[src/rtl/ser_par_if.sv]
// Serial link bundle between the frame source and the ser_par deserializer.
// The source drives sync/d_in; the deserializer returns the word, status pulses and frame count.
// WIDTH must match the WIDTH of the ser_par instance bound to it.
interface ser_par_if #(
  parameter int WIDTH = 8
);
  logic             sync;
  logic             d_in;
  logic [WIDTH-1:0] d_out;
  logic             valid;
  logic             busy;
  logic             frame_err;
  logic [7:0]       frame_cnt;

  modport master (
    output sync, d_in,
    input  d_out, valid, busy, frame_err, frame_cnt
  );

  modport slave (
    input  sync, d_in,
    output d_out, valid, busy, frame_err, frame_cnt
  );
endinterface

[src/rtl/ser_par.sv]
// Serial-to-parallel deserializer: rebuilds WIDTH-bit words from a sync-framed serial stream.
// Latency: valid pulses WIDTH cycles after the sync cycle; one word per WIDTH cycles sustained.
// No backpressure: every bit is sampled as it arrives; an early sync drops the partial frame.
module ser_par #(
  parameter int WIDTH     = 8,
  parameter bit MSB_FIRST = 1'b1
) (
  input logic      clk,
  input logic      rst,
  ser_par_if.slave bus
);

  localparam int CW = $clog2(WIDTH);

  typedef enum logic {IDLE, SHIFT} state_t;

  state_t           state_q, state_d;
  logic [WIDTH-1:0] sr_q, sr_d;
  logic [WIDTH-1:0] dout_q, dout_d;
  logic [CW-1:0]    cnt_q, cnt_d;
  logic             valid_q, valid_d;
  logic             err_q, err_d;
  logic [7:0]       fcnt_q, fcnt_d;

  // Register contents after taking d_in: continuing the current frame or starting a new one.
  logic [WIDTH-1:0] shifted;
  logic [WIDTH-1:0] fresh;

  generate
    if (MSB_FIRST) begin : g_msb
      assign shifted = {sr_q[WIDTH-2:0], bus.d_in};
      assign fresh   = {{(WIDTH-1){1'b0}}, bus.d_in};
    end else begin : g_lsb
      assign shifted = {bus.d_in, sr_q[WIDTH-1:1]};
      assign fresh   = {bus.d_in, {(WIDTH-1){1'b0}}};
    end
  endgenerate

  // Next-state and next-output logic; status pulses default low every cycle.
  always_comb begin
    state_d = state_q;
    sr_d    = sr_q;
    cnt_d   = cnt_q;
    dout_d  = dout_q;
    valid_d = 1'b0;
    err_d   = 1'b0;
    fcnt_d  = fcnt_q;
    case (state_q)
      IDLE: begin
        if (bus.sync) begin
          sr_d    = fresh;
          cnt_d   = CW'(1);
          state_d = SHIFT;
        end
      end
      SHIFT: begin
        if (bus.sync) begin
          // Early sync wins even on the final-bit cycle: drop the partial word, restart.
          sr_d  = fresh;
          cnt_d = CW'(1);
          err_d = 1'b1;
        end else begin
          sr_d = shifted;
          if (cnt_q == CW'(WIDTH - 1)) begin
            dout_d  = shifted;
            valid_d = 1'b1;
            fcnt_d  = fcnt_q + 8'd1;
            cnt_d   = '0;
            state_d = IDLE;
          end else begin
            cnt_d = cnt_q + CW'(1);
          end
        end
      end
      default: state_d = IDLE;
    endcase
  end

  // State and output registers; reset aborts any frame without raising a pulse.
  always_ff @(posedge clk or posedge rst) begin
    if (rst) begin
      state_q <= IDLE;
      sr_q    <= '0;
      cnt_q   <= '0;
      dout_q  <= '0;
      valid_q <= 1'b0;
      err_q   <= 1'b0;
      fcnt_q  <= 8'd0;
    end else begin
      state_q <= state_d;
      sr_q    <= sr_d;
      cnt_q   <= cnt_d;
      dout_q  <= dout_d;
      valid_q <= valid_d;
      err_q   <= err_d;
      fcnt_q  <= fcnt_d;
    end
  end

  assign bus.d_out     = dout_q;
  assign bus.valid     = valid_q;
  assign bus.frame_err = err_q;
  assign bus.frame_cnt = fcnt_q;
  assign bus.busy      = (state_q == SHIFT);

endmodule
[src/flat_wrapper.sv]
// flat-port wrapper written by rule: the top's interface ports become plain ports
module ser_par_flat 
#(
  parameter int WIDTH     = 8,
  parameter bit MSB_FIRST = 1'b1
)
  (clk, rst, bus_sync, bus_d_in, bus_d_out, bus_valid, bus_busy, bus_frame_err, bus_frame_cnt);
  ser_par_if #(.WIDTH(WIDTH)) bus_i ();
  input logic clk;
  input logic rst;
  input wire logic [$bits(bus_i.sync)-1:0] bus_sync;
  input wire logic [$bits(bus_i.d_in)-1:0] bus_d_in;
  output wire logic [$bits(bus_i.d_out)-1:0] bus_d_out;
  output wire logic [$bits(bus_i.valid)-1:0] bus_valid;
  output wire logic [$bits(bus_i.busy)-1:0] bus_busy;
  output wire logic [$bits(bus_i.frame_err)-1:0] bus_frame_err;
  output wire logic [$bits(bus_i.frame_cnt)-1:0] bus_frame_cnt;
  assign bus_i.sync = bus_sync;
  assign bus_i.d_in = bus_d_in;
  assign bus_d_out = bus_i.d_out;
  assign bus_valid = bus_i.valid;
  assign bus_busy = bus_i.busy;
  assign bus_frame_err = bus_i.frame_err;
  assign bus_frame_cnt = bus_i.frame_cnt;
  ser_par #(.WIDTH(WIDTH), .MSB_FIRST(MSB_FIRST)) u_core (.clk(clk), .rst(rst), .bus(bus_i));
endmodule
[config.mk]
export PLATFORM = sky130hd
export DESIGN_NAME = ser_par_flat
export DESIGN_NICKNAME = d
export VERILOG_FILES = /design/src/rtl/ser_par_if.sv /design/src/rtl/ser_par.sv /design/src/flat_wrapper.sv
export SDC_FILE = /design/constraint.sdc
export NUM_CORES = 1
export LEC_CHECK = 0
export ABC_AREA = 1
export ABC_CLOCK_PERIOD_IN_PS = 2900
export BUFFER_PORTS_ARGS = -buffer_cell sky130_fd_sc_hd__buf_4
export CAP_MARGIN = 20
export CORE_ASPECT_RATIO = 1.1
export CORE_MARGIN = 5
export CORE_UTILIZATION = 30
export CTS_CLUSTER_DIAMETER = 150
export DETAILED_ROUTE_END_ITERATION = 12
export SLEW_MARGIN = 25
export SYNTH_ARGS = -nofsm -noshare
export SYNTH_HDL_FRONTEND = slang
export SYNTH_SLANG_ARGS = --single-unit
[constraint.sdc]
create_clock -name clk -period 2.9 [get_ports clk]
set_input_delay 0.435 -clock clk [delete_from_list [all_inputs] [get_ports clk]]
set_output_delay 0.435 -clock clk [all_outputs]
set_load 0.01 [all_outputs]
==> impl_results.md, run 1 <==
- Hold_buf cts: 0
- Top cells by count, synth: nand2_1, dfrtp_1, inv_1, o21ai_0, nand3_1
- Critical path class: register to register
- Critical Path Fanout Max: 20
- Worst reg-to-reg setup slack: 1240 ps
- GP Congestion: between 0.7 and 0.8
- Drc violations: 0
- Register area: 726 sq um
- Routed WL: 2.29 mm
- Die area: between 5000 and 6000 sq um
- Worst hold path type: input port to async pin
- Syn Std Cell Area: 1190 sq um
- # rows: 24
- Final setup viols: 0
- Tcrit/Tclk final: 0.573
- # H-tree levels: 2
- CP Launch Type: register
- Number of synthesized flops with an enable pin: 0
- Crit path time final: 1660 ps
- Post-synth top area cell: dfrtp_1
- Chip Height: 75.9 microns
- Relative slew slack: 0.607
- Status: finished clean
- Antenna-violating nets left: 0
- Hold_ws: 228 ps
- Synthesized instance count: between 100 and 150
- Pwr/cell area: 705 nW/um^2
- Clock buffer depth: 2
- Initial DRC count: 43
- Top_reg_cell synth: dfrtp_1
- Mapped Avg Cell Area: approximately 10 sq um
- Layout cells sized above 1: 0.226
- Number of global-route vias before repair: 934
- Synth Warn #: 0
- CTS tree: done
- Lkg Pwr: between 0.7 and 0.8 nW
- Worst-margin pin slew: 588 ps
- Initial antenna violation count: 0
- Top Ports: 23
- Core box area: 3900 sq um
- CP Data Required Time: 3070 ps
- Post-DP HPWL: 1.65 mm
- Worst skew pair latency: 270 ps
- Clock Skew: 3.98 ps
- Num CTS Buffers: 5
- Unrepaired setup endpoints after global routing: false
- Post_cts resized: 0
- Synth Net Count: approximately 130
- Drt via density: 4.43
- Final Worst Setup Slack: 1240 ps
- Max-cap violations: 0
- Top cell type's share of synthesized area: 0.612
- Post-place setup slack: ~1200 ps
- First-pass DRT Iterations: 2
- Total GRT Usage: 0.0996
- Register area share after synthesis: 0.612
- Global-route wire length before repair: 4.15 mm
- Clock transition at the registers of the reported paths: 60 ps
- Area growth, synth to finish: 25.4%
- Port-buffer cells: 22
- Gr ovfl total: 0
- Register bit count reported by yosys: 29
- Sum of negative setup slack: 0 ps
- Filler cells: 415
- CP Capture Type: register
- Chip Width: between 60 and 70 microns
- Post-CTS setup buffer count: 0
- Initial core utilization: 0.304
- Critical Path AT: 1830 ps
- Routed wire per std cell: between 10 and 15 microns
- Max Clk Rate: 0.601 GHz
- Slew Limit Fails: 0
- Largest net degree at the start of global routing: 30
- Util after Layout: 0.381
- Clk sinks: 29
- DR vias: 877
- Top-count cell post-synth: nand2_1
- Synth area leaders: dfrtp_1, nand2_1, inv_1
- Fraction of registers with async set/reset: 1.00
- Yosys cell types: 18
- CTS root buffer: clkbuf_8
- # nets final: 153
- Peak VDD IR: about 0.33 mV
- ANT cells: 0
- Area of the multi-input gates: ~380 sq um
- Hold violation total from the final report: 0
metal layers:
metal / up-vias / share of wire / GRT usage
met2: 25 / 0.47 / 0.147
li1: 427 / - / -
met3: 7 / 0.074 / 0.0529
met5: - / 0 / 0
met4: 0 / 0.021 / 0.0594
met1: 418 / 0.44 / 0.113
state kept, by name, indices dropped and copies added, names as in the netlist:
register	cells
u_core.bus.frame_err	1
u_core.bus.busy	1
u_core.cnt_q	3
u_core.bus.frame_cnt	8
u_core.sr_q	7
u_core.bus.valid	1
u_core.bus.d_out	8
placed cells by master (no fill, tap or decap), types with 3 or more instances in the layout:
cell type  count
buf_4         22
clkbuf_8       6
dfrtp_1       29
ha_1           3
inv_1         16
nand2_1       35
nand3_1        6
o21ai_0       11
o22ai_1        5
kinds of logic (layout without fill, tap and decap cells):
group / after synthesis / count (layout) / share of synthesized area
xor+xnor: 4 / 4 / 0.0295
fa+ha+maj: 3 / 3 / 0.0316
simple gates: 47 / 47 / 0.185
compound gates: 16 / 16 / 0.0728
buf+inv: 20 / 47 / 0.0696
flops: 29 / 29 / 0.612
worst max-delay path, cell delays in order, from the launching register on:
cell     delay, ps
dfrtp_1        360
ha_1           150
ha_1           180
nand3_2        410
nor2_8         250
nand3_1         90
nand2_1         70
inv_1           40
power breakdown:
| part | switching, W | internal [W] |
|---|---|---|
| logic | 0.000109 | 0.0000975 |
| registers | 0.0000449 | 0.000470 |
| clock network | 0.000140 | 0.000188 |
| total | 0.000294 | 0.000755 |
cell type report:
class,count,share of cell area
inverter,18,0.0454
tap,52,0.0437
sequential,29,0.488
timing repair buffer,22,0.111
multi-input combinational,70,0.254
clock buffer,7,0.0580
stage by stage:
stage | area (sq um) | std cells | total power, W
2_1_floorplan | 1190 | 119 | 0.000629
3_3_place_gp | 1400 | 191 | 0.000717
3_5_place_dp | 1400 | 191 | 0.000734
4_1_cts | 1490 | 198 | 0.00107
5_1_grt | 1490 | 198 | 0.00113
6_report | 1490 | 198 | 0.00105
worst paths after layout:
kind,start,depth (start not counted),to
worst max-delay path,u_core.cnt_q[0],7,u_core.bus.frame_cnt[5]
worst min-delay path,rst,2,u_core.bus.frame_cnt[6]
worst max register to register,u_core.cnt_q[0],7,u_core.bus.frame_cnt[5]
worst min register to register,u_core.cnt_q[1],2,u_core.cnt_q[1]
max in group asynchronous,rst,2,u_core.sr_q[3]
min in group clk,bus_sync,3,u_core.bus.frame_err
(Power assumes the default switching activity.)
==> inputs of run 2 (changes only) <==
--- a/config.mk
+++ b/config.mk
@@ -6,7 +6,7 @@
 export NUM_CORES = 1
 export LEC_CHECK = 0
 export ABC_AREA = 1
-export ABC_CLOCK_PERIOD_IN_PS = 2900
+export ABC_CLOCK_PERIOD_IN_PS = 1400
 export BUFFER_PORTS_ARGS = -buffer_cell sky130_fd_sc_hd__buf_4
 export CAP_MARGIN = 20
 export CORE_ASPECT_RATIO = 1.1
==> constraint.sdc (replaced) <==
create_clock -name clk -period 1.4 [get_ports clk]
set_input_delay 0.21 -clock clk [delete_from_list [all_inputs] [get_ports clk]]
set_output_delay 0.21 -clock clk [all_outputs]
set_load 0.01 [all_outputs]
==> run 2 against run 1 <==
Against the previous run: critical path depth up 1; final cell count up 5.1%; critical path type unchanged; largest cell class unchanged; die area unchanged; sequential share of layout area fell by 4.2 points; register-to-register slack got worse by 1200 ps; worst hold slack worse by 220 ps; wire length grew 4.7%.
==> impl_results.md, run 2 (same netlist as run 1, synthesis figures left out) <==
- Lkg Pwr: 0.864 nW (+8.3%)
- Worst-margin pin slew: 357 ps (-231 ps)
- CP Launch Type: register
- Top Ports: 23 (unchanged)
- # H-tree levels: 2 (unchanged)
- # nets final: 162 (+5.9%)
- CTS root buffer: clkbuf_8
- Area growth, synth to finish: 37.2%
- ANT cells: 0 (unchanged)
- Layout cells sized above 1: 0.301 (+0.0753)
- Final setup viols: 0 (unchanged)
- DR vias: 896 (+2.2%)
- Slew Limit Fails: 0 (unchanged)
- Relative slew slack: 0.762 (+0.155)
- Clk sinks: 29 (unchanged)
- Crit path time final: 1370 ps (-293 ps)
- Most frequent cells in the layout: nand2_1, buf_4, dfrtp_1
- Commonest non-fill, non-tap cell in the layout: nand2_1
- Initial DRC count: 40 (-7.0%)
- Core box area: 3900 sq um (unchanged)
- # rows: 24 (unchanged)
- Register area: 726 sq um (unchanged)
- Final Worst Setup Slack: 29.6 ps (-1210 ps)
- Critical Path Fanout Max: 6 (-70%)
- CTS tree: done
- Unrepaired setup endpoints after global routing: true
- Area of the multi-input gates: 405 sq um (+7.3%)
- Critical path class: register to register
- Largest net degree at the start of global routing: 30 (unchanged)
- Status: finished clean
- Met2 routed WL: 1.11 mm (+4.0%)
- RR Endpoint: u_core.bus.frame_cnt[5]
- CP startpoint: u_core.cnt_q[1]
- Number of global-route vias before repair: 950 (+1.7%)
- Chip Height: 75.9 microns (unchanged)
- Tcrit/Tclk final: 0.979 (+0.405)
- Placed cells: 196 (+2.6%)
- Critical Path AT: 1540 ps (-290 ps)
- DR top layer: met4
- Initial antenna violation count: 0 (unchanged)
- Worst hold path type: input port to async pin
- Drc violations: 0 (unchanged)
- Clock buffer depth: 2 (unchanged)
- Routed WL: 2.39 mm (+4.7%)
- Met3 wire length: 172 microns (+1.2%)
- First-pass DRT Iterations: 4 (+2)
- Post-DP HPWL: 1.71 mm (+3.7%)
- Initial core utilization: 0.304 (unchanged)
- Worst skew pair latency: 280 ps (about the same)
- Hold violation total from the final report: 0 (unchanged)
- Global-route wire length before repair: 4.00 mm (-3.5%)
- Worst reg-to-reg setup slack: 30 ps (-1210 ps)
- Peak VDD IR: 0.758 mV (+130%)
- CP Data Required Time: 1570 ps (-1500 ps)
- Port-buffer cells: 22 (unchanged)
- CP Capture Type: register
- Drt via density: 4.31 (-2.7%)
- R2R depth: 8 (+1)
- Clock Skew: 3.50 ps (-0.483 ps)
- Total GRT Usage: 0.0982 (-0.00146)
- Max Clk Rate: 0.730 GHz (+21%)
- Antenna-violating nets left: 0 (unchanged)
- Filler cells: 401 (-3.4%)
- GP Congestion: 0.719 (-3.9%)
- Critical R2R Launch: u_core.cnt_q[1]
- Wl on met1: 1.03 mm (+4.0%)
- Chip Width: 70.0 microns (unchanged)
- Clock transition at the registers of the reported paths: 60 ps (about the same)
- Gr ovfl total: 0 (unchanged)
- Num CTS Buffers: 5 (unchanged)
- Die area: 5310 sq um (unchanged)
- Hold_buf cts: 0 (unchanged)
- Fin cells: 208 (+5.1%)
- Routed wire per std cell: 11.5 microns (-0.35%)
- Max-cap violations: 0 (unchanged)
- Post-place setup slack: 12.9 ps (-1190 ps)
- Pwr/cell area: 1420 nW/um^2 (+100%)
-- run 2: changes by cell type in the layout (fill, tap and decap cells not counted), moves of 2 or more --
cell     previous run  this run
ha_1                3         1
buf_4              22        29
nand2_2             0         2
nand2_1            35        33
-- run 2: cell type report --
class / count / share of cell area
clock buffer: 7 / 0.0592
clock inverter: 1 / 0.00307
inverter: 18 / 0.0415
multi-input combinational: 70 / 0.249
sequential: 29 / 0.446
tap: 52 / 0.0400
timing repair buffer: 31 / 0.161
-- run 2: what timing repair did --
action                                  CTS  global route
resized for setup                         0             7
setup buffers                             0             3
endpoints found under the setup margin    0             8
-- run 2: worst max path at each step --
stage | end | cells past startpoint
after detailed placement | u_core.bus.frame_cnt[5] | 9
final | u_core.bus.frame_cnt[5] | 8
after CTS | u_core.bus.frame_cnt[5] | 9
after floorplan | u_core.bus.frame_cnt[5] | 9
after global routing | u_core.bus.frame_cnt[6] | 8
after global placement | u_core.bus.frame_cnt[5] | 9
-- run 2: report_power, final --
group	total [W]	switching, W	internal [W]
clock	0.000740	0.000297	0.000443
sequential	0.00108	0.000105	0.000974
combinational	0.000492	0.000236	0.000257
-- run 2: metal layers --
metal,vias to the layer above,global-route usage
met4,0,0.0594
li1,447,-
met1,416,0.102
met3,7,0.0542
met2,26,0.153
met5,-,0
-- run 2: metrics by stage --
step / area (sq um) / setup TNS, ps / power [W] / util / hold WS [ps]
floorplan: 1190 / 0 / 0.00130 / - / 288
global placement: 1450 / 0 / 0.00151 / 0.372 / 305
detailed placement: 1450 / 0 / 0.00153 / 0.372 / 315
CTS: 1550 / 0 / 0.00230 / 0.398 / 6.75
global route: 1630 / -168 / 0.00248 / 0.417 / 27.3
finish: 1630 / 0 / 0.00231 / 0.417 / 3.97
-- run 2: critical path, stage by stage (launching register included) --
cell and delay (ps):
dfrtp_1 370, ha_2 200, ha_4 140, nand3_4 90, buf_12 160, nor2_8 130
nand3_1 80, nand2_1 70, inv_1 30
==> inputs of run 3 (changes only) <==
--- a/config.mk
+++ b/config.mk
@@ -14,6 +14,8 @@
 export CORE_UTILIZATION = 30
 export CTS_CLUSTER_DIAMETER = 150
 export DETAILED_ROUTE_END_ITERATION = 12
+export GPL_TIMING_DRIVEN = 0
+export RECOVER_POWER = 25
 export SLEW_MARGIN = 25
 export SYNTH_ARGS = -nofsm -noshare
 export SYNTH_HDL_FRONTEND = slang
==> run 3 against run 2 <==
Against the previous run: global-route usage decreased by 0.066 points; sequential share of layout area increased by 1.4 points; flip-flop and latch count unchanged; wire length decreased by 2.9%; final area decreased by 3.1%; combinational power decreased by 4.5%; power decreased by 0.60%; fmax decreased by 1.6%; core utilization decreased by 1.3 points; sequential power about the same; critical path depth unchanged; worst hold slack improved by 140 ps; largest cell class unchanged; largest power group unchanged; highest routed layer unchanged.
==> impl_results.md, run 3 (same netlist as run 1, synthesis figures left out) <==
- CTS tree: done
- Worst skew pair latency: 280 ps (about the same)
- Worst-margin pin slew: 1070 ps (+710 ps)
- Placed cells: 193 (-1.5%)
- Number of global-route vias before repair: 943 (-0.74%)
- Chip Width: 70.0 microns (unchanged)
- Chip Height: 75.9 microns (unchanged)
- CP Data Required Time: 1570 ps (about the same)
- Most frequent cells in the layout: nand2_1, dfrtp_1, buf_4
- Hold_buf cts: 0 (unchanged)
- Gr ovfl total: 0 (unchanged)
- Unrepaired setup endpoints after global routing: true
- Layout cells sized above 1: 0.265 (-0.0364)
- Global-route wire length before repair: 4.04 mm (+1.0%)
- Routed WL: 2.32 mm (-2.9%)
- Design area: 1580 sq um (-3.1%)
- Lkg Pwr: 0.833 nW (-3.5%)
- Clock buffer depth: 2 (unchanged)
- # nets final: 157 (-3.1%)
- Peak VDD IR: 0.675 mV (-11%)
- ANT cells: 0 (unchanged)
- Hold Path Origin: bus_sync
- Worst hold path type: input port to register
- Drc violations: 0 (unchanged)
- Num CTS Buffers: 5 (unchanged)
- Largest net degree at the start of global routing: 30 (unchanged)
- Hold violation total from the final report: 0 (unchanged)
- Critical Path Fanout Max: 7 (+1)
- Max-cap violations: 0 (unchanged)
- Commonest non-fill, non-tap cell in the layout: nand2_1
- Clock Skew: 3.56 ps (+0.0598 ps)
- Core box area: 3900 sq um (unchanged)
- GP Congestion: 0.746 (+3.8%)
- # rows: 24 (unchanged)
- Status: finished clean
- Dpl cell area: 1420 sq um (-2.4%)
- Area growth, synth to finish: 33.0%
- Clock transition at the registers of the reported paths: 60 ps (about the same)
- Final setup viols: 0 (unchanged)
- Top Ports: 23 (unchanged)
- Routed wire per std cell: 11.4 microns (-0.49%)
- Initial DRC count: 29 (-28%)
- CP Capture Type: register
- # H-tree levels: 2 (unchanged)
- Port-buffer cells: 22 (unchanged)
- Initial core utilization: 0.304 (unchanged)
- Critical Path AT: 1570 ps (+30 ps)
- Power consumption: 0.00230 W (-0.60%)
- Fin cells: 203 (-2.4%)
- Antenna-violating nets left: 0 (unchanged)
- CTS root buffer: clkbuf_8
- Drt via density: 4.31 (about the same)
- Pwr/cell area: 1460 nW/um^2 (+2.6%)
- Relative slew slack: 0.288 (-0.474)
- Critical path class: register to register
- DR vias: 874 (-2.5%)
- Critical R2R Launch: u_core.cnt_q[0]
- Tcrit/Tclk final: 0.995 (+0.0158)
- Clk sinks: 29 (unchanged)
- First-pass DRT Iterations: 4 (unchanged)
- CP Launch Type: register
- Crit path time final: 1390 ps (+22.2 ps)
- Max Clk Rate: 0.718 GHz (-1.6%)
- Filler cells: 399 (-0.50%)
- Post-DP HPWL: 1.66 mm (-3.3%)
- Slew Limit Fails: 0 (unchanged)
- CP startpoint: u_core.cnt_q[0]
- Initial antenna violation count: 0 (unchanged)
- Total GRT Usage: 0.0975 (-0.000664)
- Die area: 5310 sq um (unchanged)
-- run 3: area by class of cell --
type | instances | area [sq um] | area share
buffer | 2 | 25.0 | 0.0159
clock buffer | 7 | 96.3 | 0.0611
clock inverter | 1 | 5.00 | 0.00317
inverter | 18 | 67.6 | 0.0428
multi-input combinational | 70 | 400 | 0.254
sequential | 29 | 726 | 0.460
tap | 52 | 65.1 | 0.0412
timing repair buffer | 24 | 193 | 0.122
-- run 3: worst paths after layout --
check	slack [ps]	cells past startpoint	to
max in group asynchronous	550	2	u_core.bus.frame_cnt[3]
worst max register to register	7	8	u_core.bus.frame_cnt[5]
worst max-delay path	7	8	u_core.bus.frame_cnt[5]
min in group asynchronous	200	2	u_core.bus.frame_cnt[4]
worst min register to register	480	2	u_core.sr_q[6]
worst min-delay path	150	3	u_core.bus.frame_err
-- run 3: through the flow --
stage                     hold WS, ps  setup WS [ps]  setup TNS, ps  utilization
after floorplan                   288           91.2              0            -
after global placement            432          -73.6           -464        0.363
after detailed placement          322           -125           -719        0.363
after CTS                        17.1           14.0              0        0.398
after global routing              180          -75.2           -156        0.404
final                             145           7.42              0        0.404
-- run 3: where the power goes --
group	switching, W	total (W)	internal [W]
Clock	0.000302	0.000745	0.000443
Sequential	0.000109	0.00108	0.000973
Combinational	0.000231	0.000470	0.000239
Total	0.000642	0.00230	0.00166
-- run 3: timing repair --
item / in CTS / in global routing
setup endpoints to repair: 10 / 11
buffers inserted: 2 / 0
gates resized for setup: 3 / 5
gates cloned: 0 / 0
pin swaps: 0 / 1
-- run 3: worst max-delay path: stages, from the launching register on --
cell and delay, ps:
dfrtp_1 370, ha_2 200, ha_4 140, nand3_4 80
buf_12 160, nor2_8 130, nand3_1 90, nand2_1 80
inv_1 40
-- run 3: layer usage --
metal	share of wire	global-route usage	vias up
met4	0.028	0.0632	0
met1	0.44	0.112	404
met2	0.46	0.149	25
li1	-	-	438
met3	0.067	0.0384	7
met5	0	0	-
